===== config.mk =====
export PLATFORM = sky130hd
export DESIGN_NAME = ingress_cell_tagger
export DESIGN_NICKNAME = d
export VERILOG_FILES = /design/src/rtl/ingress_cell_tagger.sv
export SDC_FILE = /design/constraint.sdc
export NUM_CORES = 1
export LEC_CHECK = 0
export ABC_AREA = 0
export BUFFER_PORTS_ARGS = -buffer_cell sky130_fd_sc_hd__buf_2
export CORE_ASPECT_RATIO = 0.75
export CORE_MARGIN = 5
export CORE_UTILIZATION = 55
export DETAILED_ROUTE_END_ITERATION = 6
export PLACE_DENSITY = 0.83
export REMOVE_ABC_BUFFERS = 1
export SLEW_MARGIN = 20
export SYNTH_ARGS = -nofsm -noshare
export SYNTH_HDL_FRONTEND = slang
export SYNTH_SLANG_ARGS = --single-unit

===== constraint.sdc =====
create_clock -name clk -period 3.3 [get_ports clk]
set_input_delay 0.165 -clock clk [delete_from_list [all_inputs] [get_ports clk]]
set_output_delay 0.165 -clock clk [all_outputs]
set_load 0.05 [all_outputs]

===== src/rtl/ingress_cell_tagger.sv =====
// Per-port ingress tagger: parses framed 6-bit symbols, admits or drops whole frames
// at the header, and writes each payload symbol as one {payload, dest} cell.
module ingress_cell_tagger #(
  parameter int FIFO_DEPTH = 256,
  parameter int AW         = 8,
  parameter int MAX_FRAME  = 64
) (
  input  logic          clk,
  input  logic          reset_n,
  input  logic          in_valid,
  input  logic          in_sop,
  input  logic          in_eop,
  input  logic [7:0]    in_data,
  input  logic [AW-1:0] fifo_usedw,
  input  logic          fifo_full,
  output logic          wrreq,
  output logic [7:0]    wrdata,
  output logic [15:0]   frm_ok_cnt,
  output logic [15:0]   frm_drop_cnt,
  output logic          ovf_sticky,
  input  logic          ovf_clr
);

  typedef enum logic [1:0] {IDLE, FWD, DROP} state_t;

  localparam int LW = $clog2(MAX_FRAME + 1);
  localparam logic [AW:0]   DEPTH_W   = (AW+1)'(FIFO_DEPTH);
  localparam logic [AW:0]   RESERVE_W = (AW+1)'(MAX_FRAME);
  localparam logic [LW-1:0] LEN_MAX   = LW'(MAX_FRAME);

  state_t        state_q, state_d;
  logic [1:0]    dest_q, dest_d;
  logic [LW-1:0] len_q, len_d;
  logic          wrreq_q, wrreq_d;
  logic [7:0]    wrdata_q, wrdata_d;
  logic [15:0]   ok_q, ok_d;
  logic [15:0]   drop_q, drop_d;
  logic          ovf_q, ovf_d;
  logic          ovf_set;

  logic [AW:0] free_space;
  logic        hdr;
  logic        admit;
  logic        unused_bits;

  // Free space is computed one bit wider so an empty FIFO reports the full depth.
  assign free_space  = DEPTH_W - {1'b0, fifo_usedw};
  assign hdr         = in_valid & in_sop;
  assign admit       = (in_data[1:0] != 2'b00) && (free_space >= RESERVE_W) && !fifo_full;
  assign unused_bits = ^in_data[7:6];

  always_comb begin
    state_d  = state_q;
    dest_d   = dest_q;
    len_d    = len_q;
    wrreq_d  = 1'b0;
    wrdata_d = wrdata_q;
    ok_d     = ok_q;
    drop_d   = drop_q;
    ovf_d    = ovf_q;
    ovf_set  = 1'b0;

    if (hdr) begin
      // A header in any state silently terminates whatever frame was open.
      if (admit) begin
        dest_d  = in_data[1:0];
        len_d   = '0;
        ok_d    = (ok_q == 16'hFFFF) ? ok_q : ok_q + 16'd1;
        state_d = FWD;
      end else begin
        drop_d  = (drop_q == 16'hFFFF) ? drop_q : drop_q + 16'd1;
        state_d = DROP;
      end
      if (in_eop) state_d = IDLE;
    end else if (in_valid) begin
      case (state_q)
        FWD: begin
          if ((len_q < LEN_MAX) && !fifo_full) begin
            wrreq_d  = 1'b1;
            wrdata_d = {in_data[5:0], dest_q};
            len_d    = len_q + 1'b1;
          end else begin
            ovf_set = 1'b1;
          end
          if (in_eop) state_d = IDLE;
        end
        DROP: begin
          if (in_eop) state_d = IDLE;
        end
        default: ;
      endcase
    end

    if (ovf_clr)      ovf_d = 1'b0;
    else if (ovf_set) ovf_d = 1'b1;
  end

  always_ff @(posedge clk or negedge reset_n) begin
    if (!reset_n) begin
      state_q  <= IDLE;
      dest_q   <= 2'b00;
      len_q    <= '0;
      wrreq_q  <= 1'b0;
      wrdata_q <= 8'h00;
      ok_q     <= 16'h0000;
      drop_q   <= 16'h0000;
      ovf_q    <= 1'b0;
    end else begin
      state_q  <= state_d;
      dest_q   <= dest_d;
      len_q    <= len_d;
      wrreq_q  <= wrreq_d;
      wrdata_q <= wrdata_d;
      ok_q     <= ok_d;
      drop_q   <= drop_d;
      ovf_q    <= ovf_d;
    end
  end

  assign wrreq        = wrreq_q;
  assign wrdata       = wrdata_q;
  assign frm_ok_cnt   = ok_q;
  assign frm_drop_cnt = drop_q;
  assign ovf_sticky   = ovf_q;

endmodule


==> reports/qor.yml, run 1 <==
outcome:
  status: "completed"
grt:
  grt_max_degree: 35
  grt_use_total_pct: 17.3
  grt_pass1_vias: 1778
  overflow: 0
  grt_pass1_wl_um: 7970
  antenna_found_initial: 0
timing:
  slew_violations: 0
  hold_violations: 0
  rsz0062_at_grt: "false"
  slew_headroom_pct: 51.2
  worst_clock_skew_ns: 0.00833
  worst_pin_slew_ns: 0.726
  fmax_mhz: 477
  fin_crit_ns: 2.10
  setup_viol: 0
  period_share_pct: 63.5
  tns_ns: 0
power:
  p_switching_mw: 0.792
  swShare_pct: 42.5
  p_seq_share_pct: 46.3
  leakage_nw: 1.53
  intPower_mw: 1.07
  power_frac_comb_pct: 33.8
  ir_drop_v: 0.000511
  clockPowerShare_pct: 19.9
  p_per_area_nw_per_um2: 628
yosys:
  synthCells: 236
  synth_area_um2: 2480
  synth-seq-area-share_pct: 53.6
  post_synth.cell_area_avg_um2: 10.5
  yosys_register_bits: 53
  ys_types: 34
  ys_warn_count: 0
layout:
  antenna_cells: 0
  seq_area_um2: 1330
  nNetsFinal: 332
  multi_input_area_um2: 1110
  mostFrequentLayoutCell: "buf_2"
  layout_common_cells: "buf_2 (62), dfrtp_1 (53), nand2_1 (46)"
  drive_gt1_share_pct: 27.8
  area_growth_pct: 19.9
  final_cells: 363
  fill_cells: 366
  utilization_pct: 67.2
routing:
  post_drt_wl_per_cell_um: 13.3
  avgViaCountPerCell: 5.32
  postRouteAntennaNets: 0
  drt_iter0_drc: 91
  wirelength_um: 4850
  num_vias: 1931
  dr.pass1.iters: 4
  drc: 0
hold_path:
  hp-class: "input port to flip-flop"
  holdPathEnd: "wrdata[4]"
  hp-start: "in_data[2]"
  holdPathStages: 3
critical_path:
  cp-start-kind: "flip-flop"
  r2r_start: "state_q[1]"
  arrival_ns: 2.28
  required_ns: 3.49
  rr_worst_depth: 8
  reg2reg_to: "len_q[4]"
  critPathCaptureType: "flip-flop"
  crit_type: "flip-flop to flip-flop"
  reg2reg_slack_ns: 1.20
  critPathMaxFanout: 15
flow_run:
  drv_cap: 0
die:
  dieWidth_um: 87.5
  die_y_um: 68.1
  design.core.area_um2: 4410
  row_count: 21
  pin_count: 65
  start_util_pct: 56.1
  dieArea_um2: 5960
clock_tree:
  numCtsBuffers: 5
  cts_tree: "yes"
  hold_buffers: 2
  ctsResizeCount: 0
  clock_path_buffers: 2
  post-cts-setup-buffers: 0
  clkLatencyLatePin_ns: 0.31
  ctsHtreeMaxLevel: 2
  root_buffer: "clkbuf_8"
  clk_pin_slew_ns: 0.10
  cts.sinks: 53
placed_design:
  dp_hpwl_um: 3710
  io_buffers: 62
  placedCellCount: 353
  gp_congestion: 0.787
==> worst max-delay path: stages, from the launching register on <==
cell      delay (ns)
dfrtp_1         0.40
inv_1           0.06
ha_1            0.13
nand3b_1        0.11
or3_1           0.50
inv_1           0.41
nand4_1         0.17
xor2_1          0.15
nor2_1          0.05
==> sequential cells by signal, summed over array words and instances, names as in the netlist <==
| name | count |
|---|---|
| frm_drop_cnt | 16 |
| frm_ok_cnt | 16 |
| wrreq | 1 |
| ovf_sticky | 1 |
| dest_q | 2 |
| len_q | 7 |
| wrdata | 8 |
| state_q | 2 |
==> power groups by stage <==
stage	registers [mW]	logic, mW	clock network [mW]
final	0.863	0.631	0.370
after global routing	0.883	0.678	0.410
after CTS	0.863	0.637	0.381
after detailed placement	0.876	0.635	0
after global placement	0.871	0.625	0
after floorplan	1.18	0.155	0
==> stage by stage <==
| step | area (um^2) | worst slack, ns | total power, mW | hold slack (ns) |
|---|---|---|---|---|
| after global routing | 2970 | 0.947 | 1.97 | 0.0532 |
| after CTS | 2970 | 1.18 | 1.88 | 0.0377 |
| after global placement | 2850 | 1.22 | 1.50 | 0.262 |
| after floorplan | 2460 | 1.17 | 1.33 | -0.131 |
| final | 2970 | 1.20 | 1.86 | 0.0481 |
| after detailed placement | 2850 | 1.19 | 1.51 | 0.266 |
==> layout make-up <==
type | instances | area share (%)
well taps | 57 | 2.40
flip-flops and latches | 53 | 44.7
inverters | 7 | 0.885
clock inverters | 3 | 0.843
repair buffers | 65 | 11.4
clock buffers | 5 | 2.32
multi-input cells | 173 | 37.5
==> how the worst max path moves through the flow <==
| stage | startpoint | endpoint | slack, ns | depth (start not counted) |
|---|---|---|---|---|
| final | state_q[1] | len_q[4] | 1.20 | 8 |
| after global routing | state_q[1] | len_q[5] | 0.95 | 8 |
| after CTS | state_q[1] | len_q[4] | 1.18 | 8 |
| after detailed placement | state_q[1] | len_q[5] | 1.19 | 8 |
| after global placement | state_q[1] | len_q[4] | 1.22 | 8 |
| after floorplan | frm_ok_cnt[0] | frm_ok_cnt[14] | 1.17 | 6 |
==> per-layer routing <==
| layer | track usage [%] | share of wire [%] | up-vias | wire length [um] |
|---|---|---|---|---|
| met2 | 25.9 | 43 | 64 | 2060 |
| met3 | 6.14 | 9.0 | 2 | 434 |
| met4 | 3.45 | 0.37 | 0 | 18 |
| met1 | 24.6 | 48 | 910 | 2330 |
| met5 | 0 | 0 | - | 0 |
| li1 | - | - | 955 | - |
==> synthesized netlist by cell type <==
| master | number | area (um^2) |
|---|---|---|
| a21oi_1 | 2 | 10.0 |
| a31oi_1 | 1 | 6.26 |
| and2_1 | 4 | 25.0 |
| and3_1 | 7 | 43.8 |
| and4_1 | 2 | 17.5 |
| buf_1 | 1 | 3.75 |
| clkbuf_1 | 2 | 7.51 |
| dfrtp_1 | 53 | 1330 |
| ha_1 | 4 | 50.1 |
| inv_1 | 7 | 26.3 |
| mux2_2 | 4 | 45.0 |
| nand2_1 | 46 | 173 |
| nand2b_1 | 1 | 6.26 |
| nand3_1 | 16 | 80.1 |
| nand3b_1 | 1 | 7.51 |
| nand4_1 | 14 | 87.6 |
| nand4b_1 | 1 | 8.76 |
| nor2_1 | 14 | 52.6 |
| nor2_2 | 2 | 12.5 |
| nor3_1 | 4 | 20.0 |
| nor4_1 | 4 | 25.0 |
| nor4_4 | 1 | 21.3 |
| nor4b_2 | 2 | 30.0 |
| o2111ai_4 | 1 | 26.3 |
| o211a_1 | 1 | 10.0 |
| o211ai_4 | 1 | 21.3 |
| o21a_1 | 1 | 7.51 |
| o21ai_0 | 4 | 20.0 |
| o21ba_2 | 1 | 10.0 |
| or2_2 | 1 | 6.26 |
| or3_1 | 1 | 6.26 |
| or4_4 | 1 | 11.3 |
| xnor2_1 | 19 | 166 |
| xor2_1 | 12 | 105 |
==> kinds of logic (layout without fill, tap and decap cells) <==
kind of cell	count (synthesis)	after routing	share of synthesized area (%)
AOI/OAI and AO/OA	12	12	4.50
xor gates and xnor gates	31	31	11.0
adders and majority gates	4	4	2.02
buffers and inverters	10	80	1.52
DFF	53	53	53.6
muxes	4	4	1.82
and+or+nand+nor	122	122	25.6
No activity file was read; power rests on OpenSTA's default activity.
==> run 2, diff against run 1 <==
--- a/config.mk
+++ b/config.mk
@@ -9,9 +9,9 @@
 export BUFFER_PORTS_ARGS = -buffer_cell sky130_fd_sc_hd__buf_2
 export CORE_ASPECT_RATIO = 0.75
 export CORE_MARGIN = 5
-export CORE_UTILIZATION = 55
+export CORE_UTILIZATION = 47
 export DETAILED_ROUTE_END_ITERATION = 6
-export PLACE_DENSITY = 0.83
+export PLACE_DENSITY = 0.75
 export REMOVE_ABC_BUFFERS = 1
 export SLEW_MARGIN = 20
 export SYNTH_ARGS = -nofsm -noshare
==> constraint.sdc (replaced) <==
create_clock -name clk -period 1.92 [get_ports clk]
set_input_delay 0.096 -clock clk [delete_from_list [all_inputs] [get_ports clk]]
set_output_delay 0.096 -clock clk [all_outputs]
set_load 0.05 [all_outputs]
==> run 2 against run 1 <==
  * Hold slack lost 0.018 ns
  * Combinational power grew 90%
  * Power grew 83%
  * Wire length grew 11%
  * Clock power grew 110%
  * Flip-flop and latch count is the same
==> reports/qor.yml, run 2 (synthesis gave the netlist of run 1 again) <==
critical_path:
  cp_cell_sequence: "nand4_1, or2_4, or4_4, nor2_2, xor2_1"
  critical_path.max_stage_delay_ns: 0.51
  crit_type: "flip-flop to flip-flop"
  cp-start-kind: "flip-flop"
  critPathBufInv: 0
  required_ns: 2.14
  arrival_ns: 2.03
  cp_slowest_cell: "or4_4"
  critPathCaptureType: "flip-flop"
  critPathMaxFanout: 4
  critPathTopFamily: "simple AND/OR/NAND/NOR gates"
routing:
  postRouteAntennaNets: 0
  avgViaCountPerCell: 4.99
  wirelength_um: 5360
  drt_iter0_drc: 112
  post_drt_wl_per_cell_um: 13.7
  drc: 0
  num_vias: 1955
  dr.pass1.iters: 4
timing:
  worst_clock_skew_ns: 0.00215
  setup_viol: 0
  worst_pin_slew_ns: 0.624
  slew_headroom_pct: 58.4
  slew_violations: 0
  tns_ns: 0
  hold_violations: 0
  rsz0062_at_grt: "false"
  fin_crit_ns: 1.80
  period_share_pct: 93.9
  fmax_mhz: 555
clock_tree:
  cts.sinks: 53
  cts_tree: "yes"
  clock_path_buffers: 2
  ctsHtreeMaxLevel: 2
  clk_pin_slew_ns: 0.09
  root_buffer: "clkbuf_8"
  post-cts-setup-buffers: 0
  clkLatencyLatePin_ns: 0.29
  numCtsBuffers: 5
layout:
  seq_area_um2: 1330
  final_cells: 392
  drive_gt1_share_pct: 30.3
  antenna_cells: 0
  layout_common_cells: "buf_2 (62), dfrtp_1 (51), nand2_1 (46)"
  area_growth_pct: 27.8
  mostFrequentLayoutCell: "buf_2"
  multi_input_area_um2: 1140
  nNetsFinal: 346
  fill_cells: 407
placed_design:
  io_buffers: 62
  gp_congestion: 0.796
  dp_hpwl_um: 4040
  placedCellCount: 377
grt:
  grt_use_total_pct: 15.9
  antenna_found_initial: 0
  grt_max_degree: 28
  overflow: 0
  grt_pass1_vias: 1850
  grt_pass1_wl_um: 8710
die:
  dieWidth_um: 93.8
  dieArea_um2: 6840
  design.core.area_um2: 5010
  die_y_um: 72.9
  row_count: 22
  pin_count: 65
  start_util_pct: 49.4
outcome:
  status: "completed"
power:
  leakage_nw: 1.61
  ir_drop_v: 0.000779
  p_per_area_nw_per_um2: 1080
flow_run:
  drv_cap: 0
hold_path:
  hp-class: "input port to flip-flop"
==> run 2: worst paths after layout <==
path	startpoint	cells after the start	to	slack [ns]
min in group asynchronous	reset_n	2	frm_drop_cnt[3]	0.34
max reg2reg	frm_ok_cnt[4]	5	frm_ok_cnt[14]	0.12
max in group asynchronous	reset_n	3	frm_ok_cnt[3]	1.01
min	in_data[0]	3	dest_q[0]	0.03
min reg2reg	dest_q[0]	2	wrdata[0]	0.47
max	frm_ok_cnt[4]	5	frm_ok_cnt[14]	0.12
==> run 2: repair_timing <==
action                     in CTS  in global routing
gates resized for setup         0                  6
setup endpoints to repair       0                 10
hold buffers                    7                  0
hold endpoints to repair       32                  0
==> run 2: worst min-delay path, cell delays in order <==
cell     delay, ns
buf_2         0.11
nand2_1       0.05
nand2_1       0.05
==> run 2: layout make-up <==
class,instances,area share (%)
inverter,7,0.830
timing repair buffer,79,14.8
clock inverter,1,0.949
multi-input combinational,173,35.9
sequential,53,42.0
tap,72,2.85
clock buffer,7,2.73
==> run 2: per-layer routing <==
| layer | wire length, um | global-route usage (%) | part of all wire [%] |
|---|---|---|---|
| met1 | 2760 | 23.9 | 52 |
| met2 | 2250 | 23.1 | 42 |
| met3 | 295 | 3.71 | 5.5 |
| met4 | 54 | 3.85 | 1.0 |
| met5 | 0 | 0 | 0 |
==> run 2: stage by stage <==
step	hold WS (ns)	total power, mW	setup slack (ns)	utilization, %	instance area (um^2)
after floorplan	-0.200	2.29	-0.211	-	2460
after global placement	0.145	2.63	0.0932	58.9	2950
after detailed placement	0.145	2.66	0.0345	58.9	2950
after CTS	0.0249	3.44	0.0192	62.7	3140
after global routing	0.0451	3.61	0.00120	63.2	3170
final	0.0303	3.42	0.117	63.2	3170
==> run 2: power by group <==
part	internal (mW)	switching, mW	total (mW)
logic	0.335	0.862	1.20
clock network	0.425	0.340	0.765
registers	1.30	0.154	1.46
total	2.06	1.36	3.42
